<file path="config.mk">
export PLATFORM = sky130hd
export DESIGN_NAME = mem_bus_arbiter
export DESIGN_NICKNAME = d
export VERILOG_FILES = /design/src/rtl/mem_bus_arbiter_pkg.sv /design/src/rtl/mem_bus_arbiter.sv
export SDC_FILE = /design/constraint.sdc
export NUM_CORES = 1
export LEC_CHECK = 0
export ABC_AREA = 1
export BUFFER_PORTS_ARGS = -buffer_cell sky130_fd_sc_hd__buf_2
export CAP_MARGIN = 20
export CORE_ASPECT_RATIO = 0.75
export CORE_MARGIN = 4
export CORE_UTILIZATION = 45
export DETAILED_ROUTE_END_ITERATION = 12
export PLACE_DENSITY = 0.78
export SLEW_MARGIN = 20
export SYNTH_ARGS = -nofsm -noshare
export SYNTH_HDL_FRONTEND = slang
export SYNTH_SLANG_ARGS = --single-unit
</file>
<file path="constraint.sdc">
create_clock -name clk -period 10.7 [get_ports clk]
set_clock_uncertainty 0.2 [all_clocks]
set_input_delay 1.605 -clock clk [delete_from_list [all_inputs] [get_ports clk]]
set_output_delay 1.605 -clock clk [all_outputs]
set_load 0.01 [all_outputs]
</file>
<file path="src/rtl/mem_bus_arbiter_pkg.sv">
// Shared constants for the byte-serial memory-bus scheduler: FSM encodings,
// access-size codes, the IO region match and the byte-count decode.
package mem_bus_arbiter_pkg;

  localparam logic [31:0] ZeroWord = 32'h0000_0000;

  localparam logic [2:0] ST_IDLE  = 3'd0;
  localparam logic [2:0] ST_IF_RD = 3'd1;
  localparam logic [2:0] ST_LS_RD = 3'd2;
  localparam logic [2:0] ST_LS_WR = 3'd3;
  localparam logic [2:0] ST_DONE  = 3'd4;

  localparam logic [1:0] SIZE_BYTE = 2'd0;
  localparam logic [1:0] SIZE_HALF = 2'd1;
  localparam logic [1:0] SIZE_WORD = 2'd2;

  // UART and other memory-mapped IO live where addr[17:16] is 2'b11.
  function automatic logic is_io_addr(input logic [31:0] addr);
    return addr[17:16] == 2'b11;
  endfunction

  // Size code 3 is not a legal encoding and falls back to a word access.
  function automatic logic [2:0] byte_count(input logic [1:0] size);
    case (size)
      SIZE_BYTE: return 3'd1;
      SIZE_HALF: return 3'd2;
      SIZE_WORD: return 3'd4;
      default:   return 3'd4;
    endcase
  endfunction

endpackage

</file>
<file path="src/rtl/mem_bus_arbiter.sv">
// Owns the 8-bit RAM/IO bus and splits fetch and load/store requests into
// per-byte bus cycles; data wins over fetch, jump flushes abort fetches.
module mem_bus_arbiter
  import mem_bus_arbiter_pkg::*;
(
  input  logic        clk,
  input  logic        rst,
  input  logic        flush,
  input  logic        if_req,
  input  logic [31:0] if_addr,
  output logic        if_done,
  output logic [31:0] if_data,
  output logic [31:0] if_pc,
  input  logic        ls_req,
  input  logic        ls_we,
  input  logic [1:0]  ls_size,
  input  logic [31:0] ls_addr,
  input  logic [31:0] ls_wdata,
  output logic        ls_done,
  output logic [31:0] ls_rdata,
  input  logic        io_buffer_full,
  input  logic [7:0]  mem_din,
  output logic [7:0]  mem_dout,
  output logic [31:0] mem_a,
  output logic        mem_wr
);

  logic [2:0]  state;
  logic [2:0]  cnt;
  logic [2:0]  req_n;
  logic [31:0] req_addr;
  logic [31:0] req_wdata;
  logic [31:0] asm_data;
  logic [31:0] asm_next;
  logic [31:0] step_addr;
  logic [1:0]  cap_idx;
  logic        io_hold;

  // RAM answers one cycle after the address, so the byte arriving at step
  // cnt belongs to the address issued two steps earlier.
  always_comb begin
    io_hold   = ls_we && is_io_addr(ls_addr) && io_buffer_full;
    cap_idx   = cnt[1:0] - 2'd2;
    step_addr = req_addr + {29'd0, cnt};
    asm_next  = asm_data;
    if (cnt >= 3'd2) asm_next[{cap_idx, 3'b000} +: 8] = mem_din;
  end

  always_ff @(posedge clk or posedge rst) begin
    if (rst) begin
      state     <= ST_IDLE;
      cnt       <= 3'd0;
      req_n     <= 3'd0;
      req_addr  <= ZeroWord;
      req_wdata <= ZeroWord;
      asm_data  <= ZeroWord;
      if_done   <= 1'b0;
      if_data   <= ZeroWord;
      if_pc     <= ZeroWord;
      ls_done   <= 1'b0;
      ls_rdata  <= ZeroWord;
      mem_dout  <= 8'h00;
      mem_a     <= ZeroWord;
      mem_wr    <= 1'b0;
    end else begin
      // NOTE: pulses and bus signals default to idle here and are overridden
      // below; with non-blocking assignments the last write in the block wins.
      if_done  <= 1'b0;
      ls_done  <= 1'b0;
      mem_wr   <= 1'b0;
      mem_a    <= ZeroWord;
      mem_dout <= 8'h00;

      case (state)
        ST_IDLE: begin
          if (ls_req && !io_hold) begin
            req_addr  <= ls_addr;
            req_wdata <= ls_wdata;
            req_n     <= byte_count(ls_size);
            asm_data  <= ZeroWord;
            cnt       <= 3'd1;
            mem_a     <= ls_addr;
            if (ls_we) begin
              state    <= ST_LS_WR;
              mem_wr   <= 1'b1;
              mem_dout <= ls_wdata[7:0];
            end else begin
              state <= ST_LS_RD;
            end
          end else if (if_req && !flush) begin
            req_addr  <= if_addr;
            req_wdata <= ZeroWord;
            req_n     <= 3'd4;
            asm_data  <= ZeroWord;
            cnt       <= 3'd1;
            mem_a     <= if_addr;
            state     <= ST_IF_RD;
          end
        end

        ST_IF_RD, ST_LS_RD: begin
          if (state == ST_IF_RD && flush) begin
            // Bytes still in flight are simply never captured.
            state    <= ST_IDLE;
            cnt      <= 3'd0;
            asm_data <= ZeroWord;
          end else begin
            asm_data <= asm_next;
            if (cnt < req_n) mem_a <= step_addr;
            if (cnt == req_n + 3'd1) begin
              state <= ST_DONE;
              cnt   <= 3'd0;
              if (state == ST_IF_RD) begin
                if_done <= 1'b1;
                if_data <= asm_next;
                if_pc   <= req_addr;
              end else begin
                ls_done  <= 1'b1;
                ls_rdata <= asm_next;
              end
            end else begin
              cnt <= cnt + 3'd1;
            end
          end
        end

        ST_LS_WR: begin
          if (cnt < req_n) begin
            mem_wr   <= 1'b1;
            mem_a    <= step_addr;
            mem_dout <= req_wdata[{cnt[1:0], 3'b000} +: 8];
            cnt      <= cnt + 3'd1;
          end else begin
            ls_done <= 1'b1;
            state   <= ST_DONE;
            cnt     <= 3'd0;
          end
        end

        // One quiet cycle so requesters can drop or replace their request.
        ST_DONE: state <= ST_IDLE;

        default: state <= ST_IDLE;
      endcase
    end
  end

endmodule

</file>
Yosys cells after proc, flatten, opt, wreduce, memory -nomap -nowiden
Index checks and enable logic that the tools add are counted.
{ "classes": {"addsub": 5, "n_lt_le_gt_ge": 2, "n_eq_ne": 9, "shift": 3, "muxes": 46, "bitwise_logic": 2, "n_reduce_logical": 19} }
{ "op_table": {"columns": ["operator", "n"], "rows": [
  ["$mux 32", 11],
  ["$pmux 32 s3", 1],
  ["$pmux 32 s2", 1],
  ["$mux 3", 11],
  ["$add 32x3->32", 1],
  ["$bwmux 32", 1],
  ["$shift 8x7->32 const A", 1],
  ["$shiftx 32x6->8", 1],
  ["$shiftx 8x7->32", 1],
  ["$mux 8", 3],
  ["$pmux 3 s3", 2],
  ["$pmux 8 s2", 1],
  ["$mux 1", 12],
  ["$reduce_and 4->1", 2],
  ["$neg 5->7", 1],
  ["$add 3x1->3 const B", 2],
  ["$eq 3x2->1 const B", 2],
  ["$ne 3x3->1 const B", 2],
  ["$pmux 3 s2", 1],
  ["$reduce_and 2->1", 3],
  ["$logic_and 1x1->1", 5],
  ["$pmux 1 s2", 2],
  ["$reduce_bool 2->1", 2],
  ["$eq 3x1->1 const B", 1],
  ["other kinds (14)", 16]
]} }
{ "totals": {"regBits": 244, "inputBits": 113, "output_inout_bits": 139, "word_cells": 100} }

Longest topological paths before layout
Gate-level depths: netlist of the first run.
{ "depth": {"word_depth": 7, "ltp_mapped": 15, "depth_no_buf": 12} }

Worst setup path before layout of the first run
Ideal clock, no wire load.
{ "synth_timing": {"path_type": "input to register", "from": "input port ls_addr[17]", "to": "register req_addr[10]", "setup_ps": 130, "arrival_ps": 2580, "required_ps": 10370, "path_slack_ps": 7790, "stages": 9, "n_path_buf": 2, "cell_sequence": "nand2_1 o21ai_4 nand2_1 nand2_2 inv_2 buf_4 buf_2 nand2_1 o21ai_0"} }
{ "synth_between": {"elab_chain_len": 7, "elab_cells_between_ends": 8, "cone_classes": "eq/ne: 1; mux: 1; reduce/logical: 6"} }
{ "synth_rtl": {"columns": ["item", "line_no", "source"], "rows": [
  ["start: declaration", "mem_bus_arbiter.sv:17", "input logic [31:0] ls_addr,"],
  ["$eq 2x2->1 (*)", "mem_bus_arbiter_pkg.sv:19", "return addr[17:16] == 2'b11;"],
  ["$logic_and 1x1->1 (*) (2 in a row)", "mem_bus_arbiter.sv:42", "io_hold = ls_we && is_io_addr(ls_addr) && io_buffer_full;"],
  ["$logic_not 1->1 (*)", "mem_bus_arbiter.sv:76", "if (ls_req && !io_hold) begin"],
  ["$logic_and 1x1->1 (*)", "mem_bus_arbiter.sv:76", null],
  ["$reduce_bool 2->1 (no source line)", null, null],
  ["$reduce_and 2->1 (no source line)", null, null],
  ["end signal: assignment", "mem_bus_arbiter.sv:54", "req_addr <= ZeroWord;"],
  ["end signal: assignment", "mem_bus_arbiter.sv:77", "req_addr <= ls_addr;"],
  ["end signal: assignment", "mem_bus_arbiter.sv:91", "req_addr <= if_addr;"],
  ["end: declaration", "mem_bus_arbiter.sv:31", "logic [31:0] req_addr;"]
]} }
Every way passes the cells marked *; elsewhere a longest branch is shown, timed or not.
A chain may end at the register's enable or synchronous reset.

Worst setup path after layout of the first run
{ "layout_timing": {"from": "input port ls_we", "to": "register req_addr[16]"} }
{ "layout_between": {"elab_chain_len": 6, "elab_cells_between_ends": 7, "cone_classes": "mux: 1; reduce/logical: 6"} }
{ "layout_rtl": {"columns": ["item", "line_no", "source"], "rows": [
  ["start: declaration", "mem_bus_arbiter.sv:15", "input logic ls_we,"],
  ["$logic_and 1x1->1 (*) (2 in a row)", "mem_bus_arbiter.sv:42", null],
  ["$logic_not 1->1 (*)", "mem_bus_arbiter.sv:76", null],
  ["$logic_and 1x1->1 (*)", "mem_bus_arbiter.sv:76", null],
  ["$reduce_bool 2->1 (no source line)", null, null],
  ["$reduce_and 2->1 (no source line)", null, null]
]} }
Marked as above.

==> metrics.cfg, run 1 <==
[floorplanning]
die_y_um = 146
dieWidth_um = 192
io-pin-count = 252
dieArea_sq_mm = 0.0279
coreArea_sq_mm = 0.0250
start_util_pct = 45.6
rows = 50

[synthesis]
syn_area_sq_mm = 0.0114
synth.largest_area_cell = dfrtp_1
synthCells = 1387
syn_nets = 1514
ys_seq_area_share_pct = 53.6
ys_warn_count = 0
synth_area_per_cell_sq_um = 8.21
yosys-top-cells-area = dfrtp_1, nand2_1, o21ai_0, nor2_1, inv_1
synth-seq-cells = 244
ys_types = 36
synth_top_area_share_pct = 53.6

[critical_path]
r2r_start = cnt[1]$_DFFE_PP0P_
r2r_end = mem_a[30]$_DFF_PP0_
cpMostUsedCell = nand2_1
crit_slowest_cell = clkinv_2
r2r_slack_ps = 7300
critPathKind = in2reg
worst_r2r_path_depth = 10
required_ps = 10850
critPathMaxFanout = 74
path_cells = buf_2 -> nand2_1 -> o21ai_4 -> buf_4 -> nand2_1 -> nand2_2 -> clkinv_2 -> nand2_1 -> o21ai_0
end_kind = flop
start_kind = input pin
cp.arrival_ps = 4330
worst_path_largest_cell_delay_ps = 870

[route]
drtIter0Drc = 877
drtPass1Iterations = 5
drc = 0
post_drt_wl_per_cell_um = 16.6
totalWireLength_mm = 32.7
vias_per_cell = 5.19
vias = 10200
ant_nets = 0

[sta]
setup_viol = 0
holdWs_ps = 281
fin_setup_tns_ps = 0
drv_slew = 0
finalCritPeriodShare_pct = 39.1
final-hold-violation-count = 0
min_period_ps = 4180
max_slew.worst_pin.slew_ps = 998
rsz0062_at_grt = false
clock.fmax_mhz = 239
slew_headroom_pct = 33.5

[final_layout]
fillerInstances = 2357
diodes = 0
final_nets = 1741
layout-drive-gt1-share_pct = 21.7
area_delta_synth_final_pct = 19.2

[power_and_ir_drop]
clock_power_share_pct = 22.6
peakVddDrop_mv = 0.130
p_seq_share_pct = 40.1
power_density_mw_per_mm2 = 273
swShare_pct = 40.5
p_switching_mw = 1.50
p_comb_share_pct = 37.4
intPower_mw = 2.20
power_leakage_nw = 6.98

[clock_network]
tritoncts = yes
cts_root_buffer = clkbuf_16
clk_pin_slew_ps = 60
clk-insertion-delay-late_ps = 510
hold_buffers = 0
cts.sinks = 244
cts_buffer_depth = 3
cts_htree_levels = 1
postCtsSetupBuffers = 0
cts_resized = 0
cts_buffers = 25

[run]
cap_viol_max_count = 0

[hold_path]
min_path_cells = 2
holdCritPathClass = reg2reg
min_to = if_data[13]$_DFFE_PP0P_
min-delay-start = if_data[13]$_DFFE_PP0P_

[global_route]
grt_antenna_before_repair = 1
grt_pass1_wl_mm = 52.5
overflow = 0
grt_max_degree = 103
grt_pass1_vias = 9703
track_usage_pct = 23.0

[placement]
gp_congestion = 0.949
port_buffers = 251
hpwl_mm = 23.9

[status]
status = finished clean

[worst max-delay path: cells and delay by family]
kind / cells / cell delay, ps
buffers and inverters: 3 / 1400
AND/OR/NAND/NOR: 4 / 990
AO/OA/AOI/OAI: 2 / 250
[area by class of cell]
| class | count | area [sq um] | share of cell area, % |
|---|---|---|---|
| flip-flops and latches | 244 | 6110 | 45.0 |
| multi-input cells | 985 | 4580 | 33.7 |
| repair buffers | 258 | 1310 | 9.66 |
| clock buffers | 35 | 703 | 5.18 |
| well taps | 338 | 423 | 3.11 |
| inverters | 100 | 389 | 2.87 |
| clock inverters | 8 | 68.8 | 0.507 |
[power groups by stage]
stage	logic (mW)	clock network [mW]	registers, mW
after CTS	1.39	0.852	1.48
final	1.38	0.835	1.48
after detailed placement	1.38	0	1.49
after floorplan	0.827	0	1.54
after global placement	1.34	0	1.49
after global routing	1.57	0.888	1.52
[per-stage QoR]
| stage | instances | util (%) | setup WS, ps | power (mW) | cell area, sq um |
|---|---|---|---|---|---|
| after floorplan | 1387 | - | 2190 | 2.37 | 11400 |
| after global placement | 1925 | 51.3 | 6380 | 2.83 | 12800 |
| after detailed placement | 1925 | 51.3 | 6310 | 2.87 | 12800 |
| after CTS | 1968 | 54.4 | 6880 | 3.72 | 13600 |
| after global routing | 1968 | 54.4 | 6290 | 3.98 | 13600 |
| final | 1968 | 54.4 | 6520 | 3.70 | 13600 |
[logic make-up (layout without fill, tap and decap cells)]
| kind of cell | Yosys count | in the layout | synth area share, % |
|---|---|---|---|
| xor gates and xnor gates | 3 | 3 | 0.231 |
| buffers and inverters | 158 | 401 | 6.24 |
| and+or+nand+nor | 690 | 690 | 25.0 |
| AOI/OAI and AO/OA | 278 | 278 | 13.3 |
| DFF | 244 | 244 | 53.6 |
| adders and majority gates | 14 | 14 | 1.60 |
[registers in the layout, summed over array words and instances, names as in the netlist]
name       flops
asm_data      32
cnt            3
if_data       32
if_done        1
if_pc         32
ls_done        1
ls_rdata      32
mem_a         32
mem_dout       8
mem_wr         1
req_addr      32
req_n          3
req_wdata     32
state          3
[layout by cell type, fill, tap and decap left out, types with 2 or more instances in the layout]
cell type	count
nand2_1	472
buf_2	251
dfrtp_1	244
o21ai_0	162
nor2_1	93
inv_1	91
o21ai_1	60
nand3_1	51
clkbuf_16	25
a21oi_1	24
nand2_2	24
and2_1	24
o21ai_2	20
ha_1	13
nand4_1	10
a22o_1	9
nor3_1	7
clkinv_2	7
clkbuf_1	6
buf_4	6
inv_2	4
clkbuf_8	4
xor2_1	3
nand3b_1	3
inv_4	2
nor2_2	2
[worst max path at each step]
stage               cells after the start  slack [ps]  startpoint                       end
CTS                                     4        6880         rst      if_pc[1]$_DFFE_PP0P_
detailed placement                      4        6310         rst     if_pc[27]$_DFFE_PP0P_
global route                            9        6290       ls_we  req_addr[10]$_DFFE_PP0P_
finish                                  9        6520       ls_we  req_addr[16]$_DFFE_PP0P_
floorplan                               1        2190         rst   asm_data[0]$_DFFE_PP0P_
global placement                        4        6380         rst  req_addr[24]$_DFFE_PP0P_
[synth_stat cells (all sizes together)]
| cell | instances |
|---|---|
| fa | 1 |
| o21ai | 243 |
| o21a | 1 |
| ha | 13 |
| clkbuf | 25 |
| nand3b | 3 |
| xor2 | 3 |
| o31ai | 1 |
| nand4 | 10 |
| clkinv | 1 |
| buf | 33 |
| nand2 | 496 |
| a21oi | 24 |
| nor2 | 95 |
| nand3 | 52 |
| or2 | 1 |
| a22o | 9 |
| and2 | 24 |
| inv | 99 |
| dfrtp | 244 |
| nor3 | 9 |
[layer usage]
metal	track usage, %	vias up	wire length [um]
li1	-	4901	-
met1	37.4	4876	16000
met2	31.9	388	13300
met3	4.89	40	2770
met4	4.02	2	607
met5	0	-	13
No activity file was read; power rests on OpenSTA's default activity.
==> run 2, diff against run 1 <==
clock period = 4.29 ns   (was 10.7 ns; I/O delays follow)
==> run 2 against run 1 <==
Effect of this change: design area is 0.70% higher; sequential share of layout area is 0.31 points lower; cell count is 0.25% higher; combinational power grew to 2.5 times the previous value; highest routed layer unchanged; die area stayed put.
==> metrics.cfg, run 2 (synthesis results as in run 1) <==
[power_and_ir_drop]
clock_power_share_pct = 23.4
intPower_mw = 5.57
p_switching_mw = 3.81
power_density_mw_per_mm2 = 686
swShare_pct = 40.6
peakVddDrop_mv = 0.337
p_seq_share_pct = 39.5
power_leakage_nw = 7.02
p_comb_share_pct = 37.1

[final_layout]
layout-drive-gt1-share_pct = 22.1
finish.utilization_pct = 54.8
seqCellArea_sq_mm = 0.00611
instances_no_fill = 1973
final_nets = 1744
multi_input_area_sq_mm = 0.00458
area_delta_synth_final_pct = 20.1
fillerInstances = 2331
diodes = 0
layout_common_cells = nand2_1, buf_2, dfrtp_1
layout_commonest_cell = nand2_1

[clock_network]
hold_buffers = 0
cts_resized = 0
clk_pin_slew_ps = 60
cts.sinks = 244
postCtsSetupBuffers = 0
cts_buffer_depth = 3
cts_buffers = 26
tritoncts = yes
cts_htree_levels = 1
clk-insertion-delay-late_ps = 520
cts_root_buffer = clkbuf_16

[route]
vias = 10200
drtPass1Iterations = 7
drtIter0Drc = 920
post_drt_wl_per_cell_um = 16.8
drc = 0
vias_per_cell = 5.19
ant_nets = 0
totalWireLength_mm = 33.1

[status]
status = finished clean

[sta]
setup_ws_ps = 884
max_slew.worst_pin.slew_ps = 946
min_period_ps = 3410
fin_setup_tns_ps = 0
final-hold-violation-count = 0
drv_slew = 0
clock.fmax_mhz = 294
finalCritPeriodShare_pct = 79.4
setup_viol = 0
rsz0062_at_grt = false
slew_headroom_pct = 36.9

[global_route]
track_usage_pct = 23.4
grt_antenna_before_repair = 1
grt_pass1_wl_mm = 53.2
grt_pass1_vias = 9863
overflow = 0
grt_max_degree = 118

[critical_path]
crit_slowest_cell = dfrtp_1
path_cells = ha_1 -> nand2_1 -> o21a_1 -> nand2_1 -> inv_2 -> o21ai_0 -> o21ai_0
worst_path_largest_cell_delay_ps = 950
critPathMaxFanout = 25
start_kind = flop
critPathKind = reg2reg
end_kind = flop
required_ps = 4520
cp.arrival_ps = 3630

[run]
cap_viol_max_count = 0

[floorplanning]
dieArea_sq_mm = 0.0279
die_y_um = 146
io-pin-count = 252
start_util_pct = 45.6
rows = 50
coreArea_sq_mm = 0.0250
dieWidth_um = 192

[placement]
port_buffers = 251
place_ws_ps = 890
post-place-cells = 1927
gp_congestion = 0.954
hpwl_mm = 24.1

[hold_path]
holdCritPathClass = in2async

==> run 2: cell count changes in the layout (fill, tap and decap cells not counted), sizes merged <==
cell / change
clkinv: +1
clkbuf: -1
clkinvlp: +3
buf: +2
==> run 2: path summary, 6_finish.rpt <==
check                                         from                        end  slack, ps  cells past startpoint
hold / removal                                 rst  req_wdata[28]$_DFFE_PP0P_         40                      2
setup reg to reg                cnt[1]$_DFFE_PP0P_        mem_a[11]$_DFF_PP0_        880                      7
min in group clk                        ls_size[1]       req_n[0]$_DFFE_PP0P_        110                      2
hold reg to reg            if_data[13]$_DFFE_PP0P_    if_data[13]$_DFFE_PP0P_        280                      2
max in group asynchronous                      rst        mem_a[25]$_DFF_PP0_       2790                      3
setup / recovery                cnt[1]$_DFFE_PP0P_        mem_a[11]$_DFF_PP0_        880                      7
==> run 2: final cells by class <==
class,count,area share [%]
tap,338,3.09
sequential,244,44.6
timing repair buffer,260,9.86
inverter,100,2.81
clock buffer,34,5.42
clock inverter,12,0.686
multi-input combinational,985,33.5
==> run 2: worst max-delay path, delay by kind of cell (launching register included) <==
family	cells	cell delay [ps]
flip-flops	1	950
AO/OA/AOI/OAI	3	810
buffers and inverters	1	520
AND/OR/NAND/NOR	2	450
adder cells (fa/ha/maj)	1	370
==> run 2: through the flow <==
step	hold slack, ps	cell area, sq um	power, mW
2_1_floorplan	243	11400	5.90
3_3_place_gp	257	12800	7.07
3_5_place_dp	263	12800	7.20
4_1_cts	43.2	13700	9.43
5_1_grt	76.4	13700	10.1
6_report	39.9	13700	9.38
==> run 2: power groups by stage <==
stage | sequential [mW] | combinational, mW | clock (mW)
final | 3.70 | 3.48 | 2.19
after global routing | 3.80 | 3.93 | 2.34
after CTS | 3.70 | 3.50 | 2.23
after detailed placement | 3.72 | 3.48 | 0
after global placement | 3.70 | 3.37 | 0
after floorplan | 3.84 | 2.06 | 0
==> run 2: metal layers <==
metal	up-vias	routed length (um)	GRT usage [%]
li1	4911	-	-
met1	4840	16000	37.1
met2	437	13700	33.4
met3	48	2790	4.48
met4	2	648	4.63
met5	-	9	0
